File: config.mk
export PLATFORM = sky130hd
export DESIGN_NAME = permutation_lane_scheduler
export DESIGN_NICKNAME = d
export VERILOG_FILES = /design/src/rtl/permutation_lane_scheduler.sv
export SDC_FILE = /design/constraint.sdc
export NUM_CORES = 1
export LEC_CHECK = 0
export CAP_MARGIN = 20
export CORE_AREA = 2 2 221 223
export CTS_CLUSTER_SIZE = 28
export DETAILED_ROUTE_END_ITERATION = 8
export DIE_AREA = 0 0 223 225
export GPL_ROUTABILITY_DRIVEN = 0
export PLACE_DENSITY = 0.66
export SYNTH_ARGS = -nofsm -noshare
export SYNTH_HDL_FRONTEND = slang
export SYNTH_SLANG_ARGS = --single-unit
export TNS_END_PERCENT = 30
File: constraint.sdc
create_clock -name clk -period 50.5 [get_ports clk]
set_input_delay 12.625 -clock clk [delete_from_list [all_inputs] [get_ports clk]]
set_output_delay 12.625 -clock clk [all_outputs]
set_load 0.005 [all_outputs]
File: src/rtl/permutation_lane_scheduler.sv
// permutation_lane_scheduler
// Distributes incoming bots round-robin over NUM_LANES permutation lanes.
// Each lane walks a 42-step (permut6, permut7) series from (5,6) down to (0,0)
// and can pick up a fresh bot on its last step so back-to-back series have no
// bubble. seriesCount accumulates finished series and saturates.

module permutation_lane_scheduler #(
  parameter int NUM_LANES = 3
) (
  input  logic                       clk,
  input  logic                       rst,
  input  logic [127:0]               inBot,
  input  logic                       inBotValid,
  output logic                       inBotReady,
  input  logic [NUM_LANES-1:0]       slowDown,
  output logic [128*NUM_LANES-1:0]   laneBots,
  output logic [NUM_LANES-1:0]       laneValid,
  output logic [3*NUM_LANES-1:0]     lanePermut6,
  output logic [3*NUM_LANES-1:0]     lanePermut7,
  output logic [NUM_LANES-1:0]       laneSeriesFinished,
  output logic [31:0]                seriesCount
);

  typedef enum logic {
    LANE_IDLE      = 1'b0,
    LANE_PERMUTING = 1'b1
  } lane_state_e;

  lane_state_e          state_q [NUM_LANES];
  lane_state_e          state_d [NUM_LANES];
  logic [127:0]         bot_q   [NUM_LANES];
  logic [127:0]         bot_d   [NUM_LANES];
  logic [2:0]           p6_q    [NUM_LANES];
  logic [2:0]           p6_d    [NUM_LANES];
  logic [2:0]           p7_q    [NUM_LANES];
  logic [2:0]           p7_d    [NUM_LANES];
  logic [NUM_LANES-1:0] fin_q;
  logic [NUM_LANES-1:0] fin_d;
  logic [2:0]           rr_q;
  logic [2:0]           rr_d;
  logic [31:0]          cnt_q;
  logic [31:0]          cnt_d;

  logic [NUM_LANES-1:0] want_s;
  logic [NUM_LANES-1:0] elig_s;
  logic [NUM_LANES-1:0] grant_s;
  logic                 xfer_s;

  // Number of lanes that pulsed finished in one cycle.
  function automatic logic [3:0] popcount(input logic [NUM_LANES-1:0] v);
    logic [3:0] c;
    c = 4'd0;
    for (int i = 0; i < NUM_LANES; i++) begin
      c = c + {3'd0, v[i]};
    end
    return c;
  endfunction

  // Add with saturation at all-ones so the counter never wraps.
  function automatic logic [31:0] sat_add(input logic [31:0] a, input logic [3:0] b);
    logic [32:0] s;
    s = {1'b0, a} + {29'd0, b};
    if (s[32]) begin
      return 32'hFFFF_FFFF;
    end else begin
      return s[31:0];
    end
  endfunction

  // A lane wants a bot when idle or on its final (0,0) step; slowDown masks it.
  always_comb begin
    want_s = '0;
    elig_s = '0;
    for (int i = 0; i < NUM_LANES; i++) begin
      want_s[i] = (state_q[i] == LANE_IDLE) || ((p6_q[i] == 3'd0) && (p7_q[i] == 3'd0));
      elig_s[i] = want_s[i] & ~slowDown[i];
    end
    inBotReady = |elig_s;
    xfer_s     = inBotValid & (|elig_s);
  end

  // Round-robin grant: first eligible lane at or after rr_q, with wrap.
  always_comb begin
    logic found;
    logic hit;
    found   = 1'b0;
    hit     = 1'b0;
    grant_s = '0;
    rr_d    = rr_q;
    for (int k = 0; k < NUM_LANES; k++) begin
      for (int i = 0; i < NUM_LANES; i++) begin
        hit        = !found && elig_s[i] && (i == ((int'(rr_q) + k) % NUM_LANES));
        grant_s[i] = grant_s[i] | (hit & xfer_s);
        rr_d       = (hit && xfer_s) ? 3'((i + 1) % NUM_LANES) : rr_d;
        found      = found | hit;
      end
    end
  end

  // Per-lane series stepping: load on grant, count down, go idle after (0,0).
  always_comb begin
    for (int i = 0; i < NUM_LANES; i++) begin
      state_d[i] = state_q[i];
      bot_d[i]   = bot_q[i];
      p6_d[i]    = p6_q[i];
      p7_d[i]    = p7_q[i];
      if (grant_s[i]) begin
        state_d[i] = LANE_PERMUTING;
        bot_d[i]   = inBot;
        p6_d[i]    = 3'd5;
        p7_d[i]    = 3'd6;
      end else begin
        case (state_q[i])
          LANE_PERMUTING: begin
            if ((p6_q[i] == 3'd0) && (p7_q[i] == 3'd0)) begin
              state_d[i] = LANE_IDLE;
            end else if (p7_q[i] == 3'd0) begin
              p7_d[i] = 3'd6;
              p6_d[i] = p6_q[i] - 3'd1;
            end else begin
              p7_d[i] = p7_q[i] - 3'd1;
            end
          end
          LANE_IDLE: begin
            state_d[i] = LANE_IDLE;
          end
          default: begin
            state_d[i] = LANE_IDLE;
          end
        endcase
      end
      fin_d[i] = (state_d[i] == LANE_PERMUTING) && (p6_d[i] == 3'd0) && (p7_d[i] == 3'd0);
    end
    cnt_d = sat_add(cnt_q, popcount(fin_q));
  end

  // State registers with asynchronous reset abandoning any series.
  always_ff @(posedge clk or posedge rst) begin
    if (rst) begin
      for (int i = 0; i < NUM_LANES; i++) begin
        state_q[i] <= LANE_IDLE;
        bot_q[i]   <= 128'd0;
        p6_q[i]    <= 3'd0;
        p7_q[i]    <= 3'd0;
      end
      fin_q <= '0;
      rr_q  <= 3'd0;
      cnt_q <= 32'd0;
    end else begin
      for (int i = 0; i < NUM_LANES; i++) begin
        state_q[i] <= state_d[i];
        bot_q[i]   <= bot_d[i];
        p6_q[i]    <= p6_d[i];
        p7_q[i]    <= p7_d[i];
      end
      fin_q <= fin_d;
      rr_q  <= rr_d;
      cnt_q <= cnt_d;
    end
  end

  // Flatten the per-lane registers onto the output buses.
  always_comb begin
    for (int i = 0; i < NUM_LANES; i++) begin
      laneBots[128*i +: 128] = bot_q[i];
      lanePermut6[3*i +: 3]  = p6_q[i];
      lanePermut7[3*i +: 3]  = p7_q[i];
      laneValid[i]           = (state_q[i] == LANE_PERMUTING);
    end
    laneSeriesFinished = fin_q;
    seriesCount        = cnt_q;
  end

endmodule
Yosys cells after proc, flatten, opt, wreduce, memory -nomap -nowiden
Index checks and enable logic that the tools add are counted.
{ "word_totals": {"ramBits": 0, "mem_count": 0, "latchBits": 0, "inputBits": 134, "reg_bits": 443, "rom_bits": 0} }
{ "classes": {"multipliers": 0, "shifts": 0, "bitwise": 32, "mux": 43, "add_sub_neg": 11, "order_cmp": 0, "div_mod_pow": 3, "n_eq_ne": 6, "n_reduce_logical": 63} }
{ "op_table": {"columns": ["op", "n"], "rows": [
  ["3-bit two-way mux", 33],
  ["2-bit by 32-bit equality test with 1-bit output, first input constant", 3],
  ["3-bit by 32-bit equality test with 1-bit output, first input constant", 3],
  ["32-bit zero test", 3],
  ["32-bit by 3-bit remainder unit with 32-bit output, second input constant", 2],
  ["3-bit zero test", 12],
  ["1-bit logical AND", 35],
  ["32-bit by 3-bit adder with 33-bit output", 1],
  ["4-bit by 3-bit remainder unit with 32-bit output, second input constant", 1],
  ["32-bit two-way mux", 1],
  ["3-bit by 1-bit subtractor with 3-bit output, second input constant", 6],
  ["1-bit AND", 13],
  ["1-bit bitwise OR", 13],
  ["9-bit nonzero test", 1],
  ["1-bit zero test", 8],
  ["1-bit two-way mux", 6],
  ["1-bit NOT", 6],
  ["1-bit one-hot mux with 2 select lines", 3],
  ["3-bit by 1-bit adder with 4-bit output, second input constant", 1],
  ["3-bit by 2-bit adder with 4-bit output, second input constant", 1],
  ["2-bit by 1-bit adder with 3-bit output", 1],
  ["1-bit logical OR", 3],
  ["3-bit OR reduction", 1],
  ["1-bit by 1-bit adder with 2-bit output", 1]
]} }

Depth between registers and ports, before layout
Gate-level depths: netlist of run 1.
{ "depth": {"ltp_word": 42, "ltp_mapped": 10} }

Worst setup path after synthesis of run 1
Ideal clock, no wire load.
{ "synth_path": {"path_kind": "in2out", "startpoint": "input port slowDown[0]", "endpoint": "output port inBotReady", "path_stages": 2, "arrival_ns": 13.039, "path_slack_ns": 24.836, "path_buffers": 0, "cell_sequence": "a21oi_1 > or3_1"} }
{ "synth_between": {"elab_chain_cells": 3} }
{ "synth_lines": {"columns": ["element", "line", "rtl"], "rows": [
  ["start, declared", "15", "input logic [NUM_LANES-1:0] slowDown,"],
  ["1-bit NOT", "76", "elig_s[i] = want_s[i] & ~slowDown[i];"],
  ["1-bit AND", "76", null],
  ["3-bit OR reduction", "78", "inBotReady = |elig_s;"],
  ["end, declared", "14", "output logic inBotReady,"]
]} }
No other way between the ends.

Final worst setup path of run 1
Ends and elaborated chain as after synthesis.

==> results of run 1 <==
[kinds of logic (layout without fill, tap and decap cells)]
logic type      after synthesis  count (layout)
simple gates                157             157
xor+xnor                     24              24
other cells                   0               3
compound gates               59              59
mux                         390             390
flops                       442             442
buf+inv                      84             704
fa+ha+maj                    18              18
[per-stage QoR]
step / cell area, um2 / util, % / cells
after floorplan: 17600 / - / 1174
after global placement: 23900 / 50.2 / 2316
after detailed placement: 23900 / 50.2 / 2316
after CTS: 25600 / 53.9 / 2409
after global routing: 25600 / 53.9 / 2412
final: 25600 / 53.9 / 2412
[flip-flops by register name (all words and copies together), names as in the netlist]
name and count:
lanePermut7 9, laneBots 384, seriesCount 32, lanePermut6 9, rr_q 2, laneValid 3, laneSeriesFinished 3
[cell usage in the layout (no fill, tap or decap), drive strengths merged, types with 3 or more instances in the layout]
cell type and count:
nand2b 9, clkbuf 76, bufinv 4, and3 7, nor2 11, nand3 17, a31oi 6, a211o 4
buf 8, ha 16, a211oi 4, nand3b 4, clkdlybuf4s50 574, mux2 388, and4 6, a21o 3
o21ai 12, dfrtp 442, a31o 3, a21oi 14, diode 3, nand4 10, clkinv 9, nor4 7
xnor2 14, nor3 13, nand2 56, o211ai 6, and2 6, xor2 10, inv 32
[report_power, final]
part	total [mW]	internal, mW	switching (mW)
logic	0.641	0.416	0.224
clock network	0.377	0.228	0.149
registers	0.593	0.508	0.0853
total	1.61	1.15	0.459
[metal layers]
metal	wire, um	share of wire (%)	up-vias	global-route usage [%]
met5	13	0.026	-	0
li1	-	-	5321	-
met2	25300	50	397	34.0
met1	19100	38	5977	22.7
met3	4380	8.7	91	7.42
met4	1790	3.5	2	7.84
[worst max-delay path, cell delays in order]
cell and delay [ps]:
clkdlybuf4s50_1 500, a21oi_1 80, or3_1 390, clkdlybuf4s50_1 460
[path summary, 6_finish.rpt]
check | from | endpoint | depth (start not counted)
worst min-delay path | laneBots[61]$_DFFE_PP0N_ | laneBots[61]$_DFFE_PP0N_ | 1
worst max register to register | lanePermut6[6]$_DFF_PP0_ | laneBots[224]$_DFFE_PP0N_ | 9
worst max-delay path | slowDown[0] | inBotReady | 4
worst min register to register | laneBots[61]$_DFFE_PP0N_ | laneBots[61]$_DFFE_PP0N_ | 1
max in group asynchronous | rst | laneBots[140]$_DFFE_PP0N_ | 4
min in group asynchronous | rst | laneBots[151]$_DFFE_PP0N_ | 2
[cell type report]
class	instances	area, um2	area share, %
Tap cell	615	769	3.00
Clock buffer	76	1510	5.89
Sequential cell	442	11100	43.2
Clock inverter	17	239	0.932
Antenna cell	3	7.51	0.0293
Multi-Input combinational cell	648	6100	23.8
Timing Repair Buffer	582	5830	22.7
Inverter	29	116	0.454
==> impl_results.md, run 1 <==
* Status: finished, final reports clean
* Die height at 225 um
* Placement Setup Slack at 23,840 ps
* Die Width at between 200 and 250 um
* CTS Hold Buffers Added at 0
* Crit. End Element: output port
* Leak pwr at about 11 nW
* Largest net degree at the start of global routing at roughly 170
* Syn Nets at roughly 1.3k
* Core Area at between 0.04 and 0.05 mm2
* Iter 0 DRT Violations at between 500 and 600
* Mapped Area at about 0.018 mm2
* Clock sink count at between 400 and 500
* Nets at 1,905
* DRC Markers at 0
* Most frequent cell after synthesis: dfrtp_1
* Main combinational cell family by area after synthesis: multiplexers
* Worst IR Drop VDD at roughly 0.037 mV
* Register area share after synthesis at a little over three fifths
* TNS Setup at 0 ps
* Ports at ~580
* Post-synth top area share at between 60% and 70%
* Synthesis-to-layout area growth at 46.0%
* Ys Warns at 0
* Worst skew pair latency at 600 ps
* Min Hold Slack at 500 ps
* Yosys cell types at 46
* Crit path time final at roughly 27,000 ps
* Post-synth top flop: dfrtp_1
* Initial antenna violation count at 5
* Final setup violation count at 0
* Initial Utilization at 36.9%
* HP Class: flip-flop to flip-flop
* Number of synthesized flops with an enable pin at 0
* Number of gates resized after cts at 0
* DRT Wirelength at between 50 and 60 mm
* Postcts setup bufs at 0
* Vias in the first global route at approximately 13k
* Worst Tran Pin Value at approximately 1300 ps
* Number of buffers created by CTS at 50
* CTS tree: built
* Total vias in the final route at 11.8k
* Synth Area in Compound Gates at roughly 2.2%
* XOR/XNOR Fraction of Synth Area at between 1 and 1.5%
* Synthesized area per cell at approximately 15 um2
* Row Count at 80
* Final setup margin at approximately 24,000 ps
* Kind of critical path: input port to output port
* Critical Path Source Type: input port
* Mapped Cells at ~1.2k
* Global-route wire length before repair at ~77 mm
* Post-DR wirelength/cell at 21.0 um
* Cell taking the most area after synthesis: dfrtp_1
* Mux contribution to synthesized area at roughly 25%
* First drt pass iteration count at 4
* Worst path arrival time at 14,060 ps
* Post-DRT Antenna Nets at 0
* Slew margin rel. at between 10 and 15%
* Final setup skew at around 27 ps
* FF+latch count, synth at between 400 and 500
* Crit share post-route at a little over half
* Total power at around 1.6 mW
* H-tree levels at 2
* R2R setup slack at 46,930 ps
* Share of post-route cells with drive strength above 1 at approximately 27%
* DP HPWL at roughly 36 mm
* Crit Path Max Fanout at 3
* Max-slew violation count at 0
* Clock root buffer: clkbuf_16
* MaxCap Viol Count at 0
* Overflow after GRT at 0
* Synth Area in Simple Gates at 4.87%
* Post-Synth Adder-Cell Area at between 1 and 1.5%
* IO Port Bufs at between 500 and 600
* Clock slew at reported path FFs at around 50 ps
* Worst Path Required at about 38,000 ps
* Post-synth ARST share at between 90% and 100%
* Count of final hold-check violations at 0
* Power Density at roughly 63 mW/mm2
* Leading post-synthesis cells by cell area: dfrtp_1 63%, mux2_2 25%, nand2_1 1.2%
* Vias/cell at approximately 4.9
* Die area at ~0.050 mm2
* Clock Tree Buf Depth at 3
* Synth top cells by count: 442 x dfrtp_1, 387 x mux2_2, 56 x nand2_1
* RSZ-0062 raised after global routing: false
* FMAX at around 37 MHz
* Total track usage at between 10% and 20%
* Number of fillers in the final layout at between 3k and 4k
Note: power is estimated with default switching activity, not from simulation.
==> run 2, diff against run 1 <==
--- a/config.mk
+++ b/config.mk
@@ -6,12 +6,12 @@
 export NUM_CORES = 1
 export LEC_CHECK = 0
 export CAP_MARGIN = 20
-export CORE_AREA = 2 2 221 223
+export CORE_AREA = 2 2 220 222
 export CTS_CLUSTER_SIZE = 28
 export DETAILED_ROUTE_END_ITERATION = 8
-export DIE_AREA = 0 0 223 225
+export DIE_AREA = 0 0 222 224
 export GPL_ROUTABILITY_DRIVEN = 0
-export PLACE_DENSITY = 0.66
+export PLACE_DENSITY = 0.69
 export SYNTH_ARGS = -nofsm -noshare
 export SYNTH_HDL_FRONTEND = slang
 export SYNTH_SLANG_ARGS = --single-unit
==> constraint.sdc (replaced) <==
create_clock -name clk -period 24 [get_ports clk]
set_input_delay 6 -clock clk [delete_from_list [all_inputs] [get_ports clk]]
set_output_delay 6 -clock clk [all_outputs]
set_load 0.005 [all_outputs]
==> impl_results.md, run 2 (synthesis gave the netlist of run 1 again) <==
* Count of final hold-check violations at 0 (unchanged)
* Crit path max-delay family: buffers and inverters
* TNS Setup at 0 ps (unchanged)
* Worst path arrival time at 7440 ps (-6620 ps)
* Vias in the first global route at 12.6k (+0.52%)
* Status: finished, final reports clean
* RSZ-0062 raised after global routing: false
* Largest net degree at the start of global routing at 140 (-15%)
* Reg2reg start: lanePermut6[6]$_DFF_PP0_
* Slowest cell on the critical path: clkdlybuf4s50_1
* HP Class: flip-flop to flip-flop
* Power Density at 131 mW/mm2 (+110%)
* Initial Utilization at 37.1% (+0.16 points)
* Global-route wire length before repair at 76.1 mm (-1.0%)
* Crit share post-route at 56.0%
* Sequential cell area at 0.0111 mm2 (unchanged)
* R2r endpoint: laneBots[233]$_DFFE_PP0N_
* Worst IR Drop VDD at 0.0735 mV (+96%)
* Synthesis-to-layout area growth at 45.0%
* Design Area, Final at 0.0255 mm2 (-0.65%)
* First drt pass iteration count at 4 (unchanged)
* Largest stage delay, worst path at 530 ps (+30 ps)
* Initial antenna violation count at 2 (-3)
* Die height at 224 um (-0.44%)
* Clock root buffer: clkbuf_16
* Row Count at 80 (unchanged)
* FMAX at approximately 74 MHz
* MaxCap Viol Count at 0 (unchanged)
* Crit. End Element: output port
* Final setup skew at 19.9 ps (-6.99 ps)
* Largest register FFs at 384 (unchanged)
* Core Area at 0.0473 mm2 (-0.42%)
* Most frequent CP cell: clkdlybuf4s50_1
* Clock slew at reported path FFs at 50 ps (about the same)
* IO Port Bufs at 574 (unchanged)
* Critical Path Source Type: input port
* Total track usage at 19.8% (-0.083 points)
* Overflow after GRT at 0 (unchanged)
* R2R setup slack at 20,370 ps (-26,560 ps)
* Share of post-route cells with drive strength above 1 at 27.5% (+0.15 points)
* Total vias in the final route at 11.8k (+0.18%)
* Max-slew violation count at 0 (unchanged)
* CTS Hold Buffers Added at 0 (unchanged)
* DP HPWL at 36.1 mm (+0.80%)
* H-tree levels at 2 (unchanged)
* DRC Markers at 0 (unchanged)
* Ports at 575 (unchanged)
* Number of buffers created by CTS at 48 (-4.0%)
* Number of gates resized after cts at 0 (unchanged)
* Worst Tran Pin Value at 997 ps (-286 ps)
* Hold Path Depth at 1 (unchanged)
* Post-DR wirelength/cell at 20.9 um (-0.47%)
* Commonest non-fill, non-tap cell in the layout: clkdlybuf4s50_1
* Worst Hold Launch: laneBots[66]$_DFFE_PP0N_
* DRT Wirelength at 50.3 mm (-0.51%)
* Number of fillers in the final layout at 4,016 (+0.78%)
* Worst skew pair latency at 590 ps (about the same)
* CTS tree: built
* Slew margin rel. at 33.5% (+19 points)
* WP buf/inv at 2 (unchanged)
* Iter 0 DRT Violations at 478 (-11%)
* Leak pwr at 11.2 nW (-0.55%)
* Clock sink count at 442 (unchanged)
* Crit Path Max Fanout at 5 (+2)
* Clock Tree Buf Depth at 3 (unchanged)
* Post-DRT Antenna Nets at 0 (unchanged)
* Multi-input gate area at 0.00610 mm2 (unchanged)
* Die area at 0.0497 mm2 (-0.89%)
* Die Width at 222 um (-0.45%)
* Crit path time final at ~13,000 ps
* Placement Setup Slack at 10,570 ps (-13,260 ps)
* Nets at 1,908 (+0.16%)
* Most frequent cells in the layout: 574 x clkdlybuf4s50_1, 442 x dfrtp_1, 387 x mux2_2
* Instance count on the critical path at 4 (unchanged)
* Hold EP: laneBots[66]$_DFFE_PP0N_
* Vias/cell at 4.90 (+0.22%)
* Postcts setup bufs at 0 (unchanged)
* R2R cell count at 9 (unchanged)
* Final setup violation count at 0 (unchanged)
* Worst Path Required at 18,000 ps (-19,880 ps)
* CP Cell Sequence: clkdlybuf4s50_1, a21oi_1, or3_1, clkdlybuf4s50_1
* Final setup margin at 10,560 ps (-13,250 ps)
* Kind of critical path: input port to output port
* Fin util at 53.8% (-0.13 points)
* Cell Area, Placed at 0.0239 mm2 (about the same)
## run 2: cell count changes in the layout (fill, tap and decap cells not counted), sizes merged
cell / change
clkbuf: -13
clkinvlp: +1
diode: -2
inv: +1
clkinv: +8
bufinv: -1
buf: +5
## run 2: metal layers
metal  wire (um)  share of wire (%)  vias up  global-route usage (%)
li1            -                  -     5316                       -
met1       19000                 38     5998                    22.0
met2       25600                 51      408                    34.8
met3        4180                8.3       85                    6.99
met4        1630                3.2        2                    7.87
met5          13              0.026        -                       0
## run 2: area by class of cell
type | count | share of cell area [%]
flip-flops and latches | 442 | 43.4
clock inverters | 26 | 0.973
inverters | 29 | 0.457
diodes | 1 | 0.00983
clock buffers | 63 | 5.21
repair buffers | 587 | 22.9
well taps | 615 | 3.02
multi-input cells | 648 | 24.0
## run 2: worst max path at each step
stage                startpoint                       to
finish              slowDown[1]               inBotReady
global route        slowDown[1]               inBotReady
CTS                 slowDown[1]               inBotReady
detailed placement  slowDown[1]               inBotReady
global placement    slowDown[1]               inBotReady
floorplan                   rst  laneBots[0]$_DFFE_PP0N_
## run 2: report_power, final
part / total, mW / switching (mW) / internal (mW)
Sequential: 1.25 / 0.182 / 1.07
Combinational: 1.35 / 0.473 / 0.875
Clock: 0.730 / 0.305 / 0.425
Total: 3.33 / 0.960 / 2.37
## run 2: metrics by stage
stage | hold WS [ps] | instances | total power, mW
6_report | 500 | 2411 | 3.33
5_1_grt | 509 | 2411 | 3.51
4_1_cts | 504 | 2409 | 3.37
3_5_place_dp | 492 | 2320 | 2.62
3_3_place_gp | 486 | 2320 | 2.59
2_1_floorplan | 504 | 1174 | 1.76
==> run 3, diff against run 2 <==
==> constraint.sdc (replaced) <==
create_clock -name clk -period 10.8 [get_ports clk]
set_input_delay 2.7 -clock clk [delete_from_list [all_inputs] [get_ports clk]]
set_output_delay 2.7 -clock clk [all_outputs]
set_load 0.005 [all_outputs]
==> impl_results.md, run 3 (synthesis gave the netlist of run 1 again) <==
* Total vias in the final route at 11.9k (+0.40%)
* Most frequent CP cell: clkdlybuf4s50_1
* Worst Path Required at 8100 ps (-9900 ps)
* DRC Markers at 0 (unchanged)
* First drt pass iteration count at 4 (unchanged)
* RSZ-0062 raised after global routing: false
* Grt met2 use at 34.8% (unchanged)
* Share of post-route cells with drive strength above 1 at 27.4% (-0.11 points)
* Row Count at 80 (unchanged)
* Worst Tran Pin Value at 1020 ps (+22.6 ps)
* Initial Utilization at 37.1% (unchanged)
* FMAX at ~150 MHz
* Crit share post-route at between 60% and 70%
* Crit path max-delay family: buffers and inverters
* Critical Path Source Type: input port
* Slew margin rel. at 31.1% (-2.4 points)
* Crit path time final at ~6800 ps
* Post-DRT Antenna Nets at 0 (unchanged)
* CTS tree: built
* Final setup skew at 18.4 ps (-1.53 ps)
* Worst skew pair latency at 590 ps (about the same)
* Clock sink count at 442 (unchanged)
* MaxCap Viol Count at 0 (unchanged)
* Min Hold Slack at 501 ps (+1.20 ps)
* Die area at 0.0497 mm2 (unchanged)
* Clock Tree Buf Depth at 3 (unchanged)
* Worst Hold Launch: laneBots[119]$_DFFE_PP0N_
* Number of buffers created by CTS at 49 (+2.1%)
* WP buf/inv at 2 (unchanged)
* Reg2reg start: lanePermut6[6]$_DFF_PP0_
* Overflow after GRT at 0 (unchanged)
* Worst IR Drop VDD at 0.181 mV (+150%)
* Worst path arrival time at 4140 ps (-3300 ps)
* GR met3 Demand/Resource at 7.14% (+0.14 points)
* H-tree levels at 2 (unchanged)
* Die Width at 222 um (unchanged)
* Max-slew violation count at 0 (unchanged)
* Vias/cell at 4.93 (+0.56%)
* Core Area at 0.0473 mm2 (unchanged)
* Post-DR wirelength/cell at 20.8 um (-0.21%)
* Kind of critical path: input port to output port
* Largest net degree at the start of global routing at 177 (+26%)
* Vias in the first global route at 12.8k (+1.5%)
* TNS Setup at 0 ps (unchanged)
* Critical Path Start: slowDown[1]
* Commonest non-fill, non-tap cell in the layout: clkdlybuf4s50_1
* Count of final hold-check violations at 0 (unchanged)
* Busiest grt layer: met2
* Crit. End Element: output port
* IO Port Bufs at 574 (unchanged)
* Number of gates resized after cts at 0 (unchanged)
* Global-route wire length before repair at 76.9 mm (+1.0%)
* Largest register FFs at 384 (unchanged)
* Ports at 575 (unchanged)
* M1 GR Usage at 22.5% (+0.43 points)
* Die height at 224 um (unchanged)
* Number of fillers in the final layout at 4,021 (+0.12%)
* Clock root buffer: clkbuf_16
* CTS Hold Buffers Added at 0 (unchanged)
* Iter 0 DRT Violations at 528 (+10%)
* Clock slew at reported path FFs at 60 ps (about the same)
* CP Cell Sequence: clkdlybuf4s50_1, a21oi_1, or3_1, clkdlybuf4s50_1
* Largest stage delay, worst path at 540 ps (about the same)
* Nets at 1,905 (-0.16%)
* Initial antenna violation count at 2 (unchanged)
* Power Density at 293 mW/mm2 (+120%)
* DP HPWL at 35.5 mm (-1.8%)
* Final setup violation count at 0 (unchanged)
* Total power at 7.51 mW (+130%)
* Postcts setup bufs at 0 (unchanged)
* Synthesis-to-layout area growth at 45.9%
* Leak pwr at 11.3 nW (+0.36%)
* Most frequent cells in the layout: 574 x clkdlybuf4s50_1, 442 x dfrtp_1, 387 x mux2_2
* DRT Wirelength at 50.1 mm (-0.38%)
* Slowest cell on the critical path: clkdlybuf4s50_1
* Total track usage at 20.0% (+0.12 points)
* HP Class: flip-flop to flip-flop
* Crit Path Max Fanout at 5 (unchanged)
* Status: finished, final reports clean
## run 3: report_power, final
part	internal [mW]	switching, mW	total [mW]
Combinational	1.94	1.03	2.98
Sequential	2.37	0.415	2.79
Clock	1.06	0.684	1.74
## run 3: path summary, 6_finish.rpt
| check | cells past startpoint | slack, ps | end |
|---|---|---|---|
| worst max-delay path | 4 | 3960 | inBotReady |
| worst min-delay path | 1 | 500 | laneBots[119]$_DFFE_PP0N_ |
| worst max register to register | 9 | 6970 | laneBots[128]$_DFFE_PP0N_ |
| worst min register to register | 1 | 500 | laneBots[119]$_DFFE_PP0N_ |
| max in group asynchronous | 4 | 6530 | laneBots[53]$_DFFE_PP0N_ |
| min in group asynchronous | 3 | 2760 | laneBots[258]$_DFFE_PP0P_ |
## run 3: final cells by class
type                       count  area [um2]  share of cell area, %
antenna                        1        2.50                0.00977
inverter                      29         113                  0.440
clock buffer                  71        1460                   5.70
sequential                   442       11100                   43.2
clock inverter                18         253                  0.987
timing repair buffer         583        5850                   22.8
tap                          615         769                   3.00
multi-input combinational    648        6100                   23.8
## run 3: routing by layer
layer | up-vias | share of wire, %
met5 | - | 0.026
met4 | 2 | 3.2
met3 | 98 | 8.3
met2 | 411 | 51
met1 | 6029 | 37
li1 | 5316 | -
## run 3: stage by stage
stage                     worst slack [ps]  area, um2  instances  utilization [%]
final                                 3960      25600       2407             54.1
after floorplan                       2130      17600       1174                -
after CTS                             3960      25600       2406             54.1
after detailed placement              3970      23900       2317             50.5
after global placement                3990      23900       2317             50.5
after global routing                  3870      25600       2407             54.1
